==> src/rtl/svc_stream_serializer_if.sv <==
// Stream handshake bundle for svc_stream_serializer.
// Upstream side:   i_valid, i_data (wide word), o_ready.
// Downstream side: o_valid, o_data (one beat), o_last, i_ready.
// Signal names are seen from the serializer: i_* flow into it, o_* flow out.
//   slave  - the serializer
//   master - whatever drives the upstream word and consumes the beats
interface svc_stream_serializer_if #(
  parameter int unsigned DATA_WIDTH = 8,
  parameter int unsigned BEATS      = 4
);
  logic                          i_valid;
  logic                          o_ready;
  logic [BEATS*DATA_WIDTH-1:0]   i_data;
  logic                          o_valid;
  logic                          i_ready;
  logic [DATA_WIDTH-1:0]         o_data;
  logic                          o_last;

  modport slave (
    input  i_valid, i_data, i_ready,
    output o_ready, o_valid, o_data, o_last
  );

  modport master (
    output i_valid, i_data, i_ready,
    input  o_ready, o_valid, o_data, o_last
  );
endinterface

==> src/rtl/svc_stream_serializer.sv <==
// Wide-to-narrow stream serializer: accepts one BEATS*DATA_WIDTH word and emits
// it as BEATS beats of DATA_WIDTH bits, LSB slice first (or MSB slice first when
// OPT_MSB_FIRST=1). The next word may be accepted in the same cycle the last
// beat leaves, so back-to-back words stream with no bubble.
// Ports:
//   clk - clock, rising edge
//   rst - synchronous active-high reset
//   bus - slave side of svc_stream_serializer_if (upstream word in, beats out)
module svc_stream_serializer #(
  parameter int unsigned DATA_WIDTH    = 8,
  parameter int unsigned BEATS         = 4,
  parameter bit          OPT_MSB_FIRST = 1'b0
) (
  input logic                    clk,
  input logic                    rst,
  svc_stream_serializer_if.slave bus
);

  localparam int unsigned CntWidth = ($clog2(BEATS) > 1) ? $clog2(BEATS) : 1;
  localparam logic [CntWidth-1:0] LastCnt = CntWidth'(BEATS - 1);

  typedef enum logic {StIdle, StBusy} state_e;

  state_e                             state_q, state_d;
  logic [CntWidth-1:0]                cnt_q, cnt_d;
  logic [BEATS-1:0][DATA_WIDTH-1:0]   data_q;
  logic                               load;
  logic                               busy;
  logic                               is_last;
  logic                               ready;
  logic                               in_xfer;
  logic                               out_xfer;
  logic [CntWidth-1:0]                sel;

  assign busy     = (state_q == StBusy);
  assign is_last  = (cnt_q == LastCnt);
  // Only combinational input-to-output path: the last beat leaving frees the slot.
  assign ready    = !busy || (bus.i_ready && is_last);
  assign in_xfer  = bus.i_valid && ready;
  assign out_xfer = busy && bus.i_ready;

  assign sel = OPT_MSB_FIRST ? (LastCnt - cnt_q) : cnt_q;

  assign bus.o_ready = ready;
  assign bus.o_valid = busy;
  assign bus.o_last  = busy && is_last;
  assign bus.o_data  = data_q[sel];

  always_comb begin
    state_d = state_q;
    cnt_d   = cnt_q;
    load    = 1'b0;
    unique case (state_q)
      StIdle: begin
        if (in_xfer) begin
          state_d = StBusy;
          cnt_d   = '0;
          load    = 1'b1;
        end
      end
      StBusy: begin
        if (out_xfer) begin
          if (is_last) begin
            // in_xfer can only fire here while busy; reload keeps the stream gapless.
            if (in_xfer) begin
              cnt_d = '0;
              load  = 1'b1;
            end else begin
              state_d = StIdle;
              cnt_d   = '0;
            end
          end else begin
            cnt_d = cnt_q + CntWidth'(1);
          end
        end
      end
    endcase
  end

  always_ff @(posedge clk) begin
    if (rst) begin
      state_q <= StIdle;
      cnt_q   <= '0;
      data_q  <= '0;
    end else begin
      state_q <= state_d;
      cnt_q   <= cnt_d;
      if (load) begin
        data_q <= bus.i_data;
      end
    end
  end

endmodule

==> src/flat_wrapper.sv <==
// flat-port wrapper written by rule: the top's interface ports become plain ports
module svc_stream_serializer_flat 
#(
  parameter int unsigned DATA_WIDTH    = 8,
  parameter int unsigned BEATS         = 4,
  parameter bit          OPT_MSB_FIRST = 1'b0
)
  (clk, rst, bus_i_valid, bus_i_data, bus_i_ready, bus_o_ready, bus_o_valid, bus_o_data, bus_o_last);
  svc_stream_serializer_if #(.DATA_WIDTH(DATA_WIDTH), .BEATS(BEATS)) bus_i ();
  input logic clk;
  input logic rst;
  input wire logic [$bits(bus_i.i_valid)-1:0] bus_i_valid;
  input wire logic [$bits(bus_i.i_data)-1:0] bus_i_data;
  input wire logic [$bits(bus_i.i_ready)-1:0] bus_i_ready;
  output wire logic [$bits(bus_i.o_ready)-1:0] bus_o_ready;
  output wire logic [$bits(bus_i.o_valid)-1:0] bus_o_valid;
  output wire logic [$bits(bus_i.o_data)-1:0] bus_o_data;
  output wire logic [$bits(bus_i.o_last)-1:0] bus_o_last;
  assign bus_i.i_valid = bus_i_valid;
  assign bus_i.i_data = bus_i_data;
  assign bus_i.i_ready = bus_i_ready;
  assign bus_o_ready = bus_i.o_ready;
  assign bus_o_valid = bus_i.o_valid;
  assign bus_o_data = bus_i.o_data;
  assign bus_o_last = bus_i.o_last;
  svc_stream_serializer #(.DATA_WIDTH(DATA_WIDTH), .BEATS(BEATS), .OPT_MSB_FIRST(OPT_MSB_FIRST)) u_core (.clk(clk), .rst(rst), .bus(bus_i));
endmodule
==> config.mk <==
export PLATFORM = sky130hd
export DESIGN_NAME = svc_stream_serializer_flat
export DESIGN_NICKNAME = d
export VERILOG_FILES = /design/src/rtl/svc_stream_serializer_if.sv /design/src/rtl/svc_stream_serializer.sv /design/src/flat_wrapper.sv
export SDC_FILE = /design/constraint.sdc
export NUM_CORES = 1
export LEC_CHECK = 0
export BUFFER_PORTS_ARGS = -buffer_cell sky130_fd_sc_hd__buf_4
export CAP_MARGIN = 40
export CORE_AREA = 8 8 58 84
export DETAILED_ROUTE_END_ITERATION = 8
export DIE_AREA = 0 0 66 92
export PLACE_DENSITY = 0.85
export SYNTH_ARGS = -nofsm -noshare
export SYNTH_HDL_FRONTEND = slang
export SYNTH_SLANG_ARGS = --single-unit
==> constraint.sdc <==
create_clock -name clk -period 1.7 [get_ports clk]
set_clock_uncertainty 0.15 [all_clocks]
set_input_delay 0.085 -clock clk [delete_from_list [all_inputs] [get_ports clk]]
set_output_delay 0.085 -clock clk [all_outputs]
set_load 0.02 [all_outputs]
==> out/results.ini, run 1 <==
[synth]
ys_seq_area_share_pct=38.8
synth-seq-cells=35
synth_xor_area_share_pct=0
synth_fa_ha_area_share_pct=0.693
netlist_instances=165
synth_top_family_by_area=multiplexers
synthMuxAreaShare_pct=28.3
yosys_warnings=0
synth_compound_area_share_pct=1.80
yosysUniqueCellTypes=18
syn_nets=202
syn_avg_cell_area_um2=10.9
synthSimpleGateAreaFrac_pct=24.3
syn_area_um2=1810

[routing]
drtPass1Iterations=4
vias=1399
routed_wl_mm=4.33
drcViolationCount=0
wire_per_inst_um=14.9
drt-initial-drc-count=92
drtAntennaViolNets=0
viasPerCell=4.82

[global_routing]
grt_pass1_wl_mm=7.38
grt_usage_pct=15.5
grt_max_degree=68
antenna_found_initial=0
grt_remaining_overflow=0
grt_pass1_vias=1541

[critical_path]
critPathKind=flop to output port
path_cells=buf_8 > mux4_2 > buf_6
cp-end-kind=output port
slowest_delay_ns=0.52
arrival_ns=1.46
critPathSlowestCell=mux4_2
cp_top_family=multiplexers
critical_path.startpoint_type=flop
crit_path_max_fanout=5
critical_path_buf_inv_count=2
required_ns=1.46

[cts]
cts.reportedPaths.clkPinSlew_ns=0.06
cts_tree=yes
cts_max_path_buffers=2
insertion_delay_ns=0.29
cts_max_level=2
clock-root-buffer=clkbuf_8
cts_sinks=35
numCtsBuffers=5

[power_and_ir_drop]
p_leak_uw=0.00111
powerDensity_nw_per_um2=715
ir_worst_vdd_mv=0.555

[die]
initial_core_util_pct=49.5
rows=27
die_w_um=66
ioPinCount=47
die_h_um=92
dieArea_um2=6070
design.core.area_um2=3650

[cells_and_area]
final_nets=283
syn_to_final_growth_pct=45.6
layout_common_cells=nand2b_1, buf_4, dlygate4sd3_1, dfxtp_1, mux2i_1
layout.cells.non_filler=290
seq_area_um2=704
nFillCells=255
antenna_cells=0
multiInputGateArea_um2=1000
drive_gt1_share_pct=28.7
mostFrequentLayoutCell=nand2b_1

[timing]
worst_slew_pin_slew_ns=0.449
finalHoldViolCount=0
finalSetupTns_ns=0
setup_viol=0
rsz0062_at_grt=true
max-slew-margin-rel_pct=70.1
finalCritPeriodShare_pct=99.8
fmaxAchievable_mhz=589
period_needed_ns=1.70
drv_slew=0
setup_slack_ns=0.00317

[placement]
pre_cts_slack_ns=0.181
io_buffers=46
place_inst=245
place.gp.congestion=0.755
dp_hpwl_mm=2.61

[flow_run]
cap_violations=0

[status]
outcome=finished, final reports clean

[min_path]
hp-class=input port to flop

[stage by stage]
step	hold WS (ns)	cell area (um^2)	utilization, %	total power, uW
2_1_floorplan	0.0557	1810	-	1120
3_3_place_gp	0.189	2150	58.8	1230
3_5_place_dp	0.188	2150	58.8	1240
4_1_cts	0.0740	2610	71.4	1890
5_1_grt	0.111	2630	72.1	1970
6_report	0.0752	2630	72.1	1880
[sequential cells by signal (all words and copies together), names as in the netlist]
name and flops:
u_core.data_q 32, u_core.cnt_q 2, u_core.bus.o_valid 1
[cell families after synthesis]
family / count (synthesis)
AND/OR/NAND/NOR: 71
multiplexers: 41
flip-flops: 35
buffers and inverters: 14
AO/OA/AOI/OAI: 3
adder cells (fa/ha/maj): 1
[synth_stat cells]
cell / number / area (um^2)
nand2b_1: 64 / 400
dfxtp_1: 35 / 701
mux2i_1: 33 / 330
mux4_2: 8 / 180
clkbuf_1: 7 / 26.3
buf_12: 3 / 60.1
nor2_1: 3 / 11.3
buf_2: 2 / 10.0
a21boi_4: 1 / 18.8
a21oi_1: 1 / 5.00
a32oi_1: 1 / 8.76
and2_2: 1 / 7.51
buf_6: 1 / 11.3
ha_1: 1 / 12.5
inv_1: 1 / 3.75
nand2_1: 1 / 3.75
nand3b_1: 1 / 7.51
nor2b_2: 1 / 8.76
[final cells by class]
class / instances / area share (%)
Tap cell: 43 / 2.04
Sequential cell: 35 / 26.8
Clock buffer: 7 / 2.90
Multi-Input combinational cell: 116 / 38.0
Clock inverter: 1 / 0.190
Inverter: 1 / 0.143
Timing Repair Buffer: 87 / 30.0
[power breakdown]
group	total, uW	internal [uW]	switching [uW]	leakage [uW]
clock network	579	287	292	0.0000422
logic	399	248	151	0.000777
registers	902	871	31.3	0.000288
total	1880	1410	474	0.00111
[metal layers]
| metal | part of all wire, % | vias up | GRT usage, % |
|---|---|---|---|
| li1 | - | 710 | - |
| met1 | 44 | 646 | 17.8 |
| met2 | 51 | 35 | 26.2 |
| met3 | 3.8 | 8 | 4.14 |
| met4 | 1.8 | 0 | 6.44 |
| met5 | 0 | - | 0 |
[timing repair]
action | CTS | global route
cloned | 1 | 0
resized for setup | 8 | 5
hold buffers | 34 | 0
setup endpoints to repair | 7 | 7
setup buffers | 1 | 1
hold endpoints to repair | 35 | 0
[path summary, 6_finish.rpt]
check / depth (start not counted) / end / startpoint / slack (ns)
hold / removal: 2 / u_core.cnt_q[1] / rst / 0.08
hold reg to reg: 2 / u_core.data_q[18] / u_core.data_q[18] / 0.32
setup / recovery: 3 / bus_o_data[1] / u_core.cnt_q[0] / 0.003
setup reg to reg: 5 / u_core.data_q[23] / u_core.cnt_q[1] / 0.15
(Power assumes the default switching activity.)
==> run 2: changes to the inputs <==
- CELL_PAD_IN_SITES_DETAIL_PLACEMENT: default -> 1
- CELL_PAD_IN_SITES_GLOBAL_PLACEMENT: default -> 1
- CORE_AREA: 8 8 58 84 -> 8 8 64 94
- DIE_AREA: 0 0 66 92 -> 0 0 72 102
- PLACE_DENSITY: 0.85 -> 0.86
==> out/results.ini, run 2 (synthesis results as in run 1) <==
[status]
outcome=finished, final reports clean

[cts]
cts.reportedPaths.clkPinSlew_ns=0.06  ; about the same
clock-root-buffer=clkbuf_8
insertion_delay_ns=0.28  ; about the same
cts_tree=yes
cts_sinks=35  ; unchanged
cts_max_level=2  ; unchanged
cts_max_path_buffers=2  ; unchanged
numCtsBuffers=5  ; unchanged

[die]
initial_core_util_pct=38.5  ; -11 points
ioPinCount=47  ; unchanged
design.core.area_um2=4690  ; +29%
die_w_um=72  ; +9.1%
rows=31  ; +15%
die_h_um=102  ; +11%
dieArea_um2=7340  ; +21%

[global_routing]
antenna_found_initial=0  ; unchanged
grt_pass1_wl_mm=7.85  ; +6.4%
grt_max_degree=68  ; unchanged
grt_remaining_overflow=0  ; unchanged
grt_usage_pct=14.0  ; -1.6 points
grt_pass1_vias=1603  ; +4.0%

[timing]
setup_viol=0  ; unchanged
finalCritPeriodShare_pct=99.2  ; -0.57 points
max-slew-margin-rel_pct=70.0  ; -0.097 points
holdWs_ns=0.0938  ; +0.0186 ns
fmaxAchievable_mhz=593  ; +0.58%
period_needed_ns=1.69  ; -0.00976 ns
worst_slew_pin_slew_ns=0.451  ; +0.00146 ns
rsz0062_at_grt=true
finalSetupTns_ns=0  ; unchanged
drv_slew=0  ; unchanged
finalHoldViolCount=0  ; unchanged

[cells_and_area]
top_register=u_core.data_q
final_nets=282  ; -0.35%
antenna_cells=0  ; unchanged
layout_common_cells=nand2b_1, buf_4, dlygate4sd3_1
mostFrequentLayoutCell=nand2b_1
syn_to_final_growth_pct=48.6
drive_gt1_share_pct=29.3  ; +0.52 points
largest_register_ffs=32  ; unchanged

[min_path]
hp-class=input port to flop

[critical_path]
crit_path_max_fanout=7  ; +2
required_ns=1.46  ; about the same
critical_path.startpoint_type=flop
slowest_delay_ns=0.52  ; about the same
cp-end-kind=output port
path_cells=buf_12 > mux4_2 > buf_6
arrival_ns=1.45  ; about the same
cp_top_family=multiplexers
critical_path_buf_inv_count=2  ; unchanged
critPathKind=flop to output port
critPathSlowestCell=mux4_2

[placement]
io_buffers=46  ; unchanged
dp_hpwl_mm=2.92  ; +12%
place.gp.congestion=0.720  ; -4.6%

[routing]
wire_per_inst_um=16.1  ; +8.1%
vias=1438  ; +2.8%
drcViolationCount=0  ; unchanged
viasPerCell=4.61  ; -4.5%
drt-initial-drc-count=114  ; +24%
drtAntennaViolNets=0  ; unchanged
routed_wl_mm=5.03  ; +16%
drtPass1Iterations=4  ; unchanged

[flow_run]
cap_violations=0  ; unchanged

[power_and_ir_drop]
p_leak_uw=0.00111  ; about the same
powerDensity_nw_per_um2=706  ; -1.3%
ir_worst_vdd_mv=0.489  ; -12%

[run 2: final timing paths]
kind                  endpoint             start  slack [ns]  cells after the start
min reg2reg   u_core.data_q[6]  u_core.data_q[6]        0.33                      2
max              bus_o_data[5]   u_core.cnt_q[0]        0.01                      3
max reg2reg  u_core.data_q[12]   u_core.cnt_q[0]        0.12                      6
min            u_core.cnt_q[1]               rst        0.09                      2
[run 2: routing by layer]
| layer | routed length (um) | vias to the layer above | GRT usage, % | part of all wire (%) |
|---|---|---|---|---|
| li1 | - | 708 | - | - |
| met1 | 2010 | 683 | 14.8 | 40 |
| met2 | 2650 | 34 | 24.3 | 53 |
| met3 | 209 | 13 | 4.22 | 4.2 |
| met4 | 150 | 0 | 7.27 | 3.0 |
| met5 | 0 | - | 0 | 0 |
[run 2: timing repair]
item	4_1_cts	5_1_grt
gates cloned	0	1
buffers inserted	1	0
hold buffers	34	0
hold endpoints to repair	35	0
gates resized for setup	3	9
setup endpoints to repair	7	17
pin swaps	0	1
[run 2: area by class of cell]
class | count | area (um^2)
clock buffer | 7 | 76.3
clock inverter | 1 | 5.00
fill | 496 | 2010
inverter | 1 | 3.75
multi-input combinational | 116 | 1010
sequential | 35 | 706
tap | 66 | 82.6
timing repair buffer | 86 | 800
[run 2: through the flow]
stage          utilization, %  area, um^2  total power, uW  setup WS (ns)  instances
6_report                 57.2        2690             1890         0.0129        312
5_1_grt                  57.2        2690             1980        -0.0230        312
4_1_cts                  55.9        2620             1880       -0.00276        311
3_5_place_dp             46.6        2190             1240         0.0430        268
3_3_place_gp             46.6        2190             1230          0.175        268
2_1_floorplan               -        1810             1120          0.261        165
[run 2: power breakdown]
part | total [uW] | switching (uW) | internal [uW] | leakage, uW
registers | 903 | 32.0 | 871 | 0.000289
logic | 414 | 160 | 254 | 0.000775
clock network | 577 | 290 | 287 | 0.0000422
total | 1890 | 482 | 1410 | 0.00111
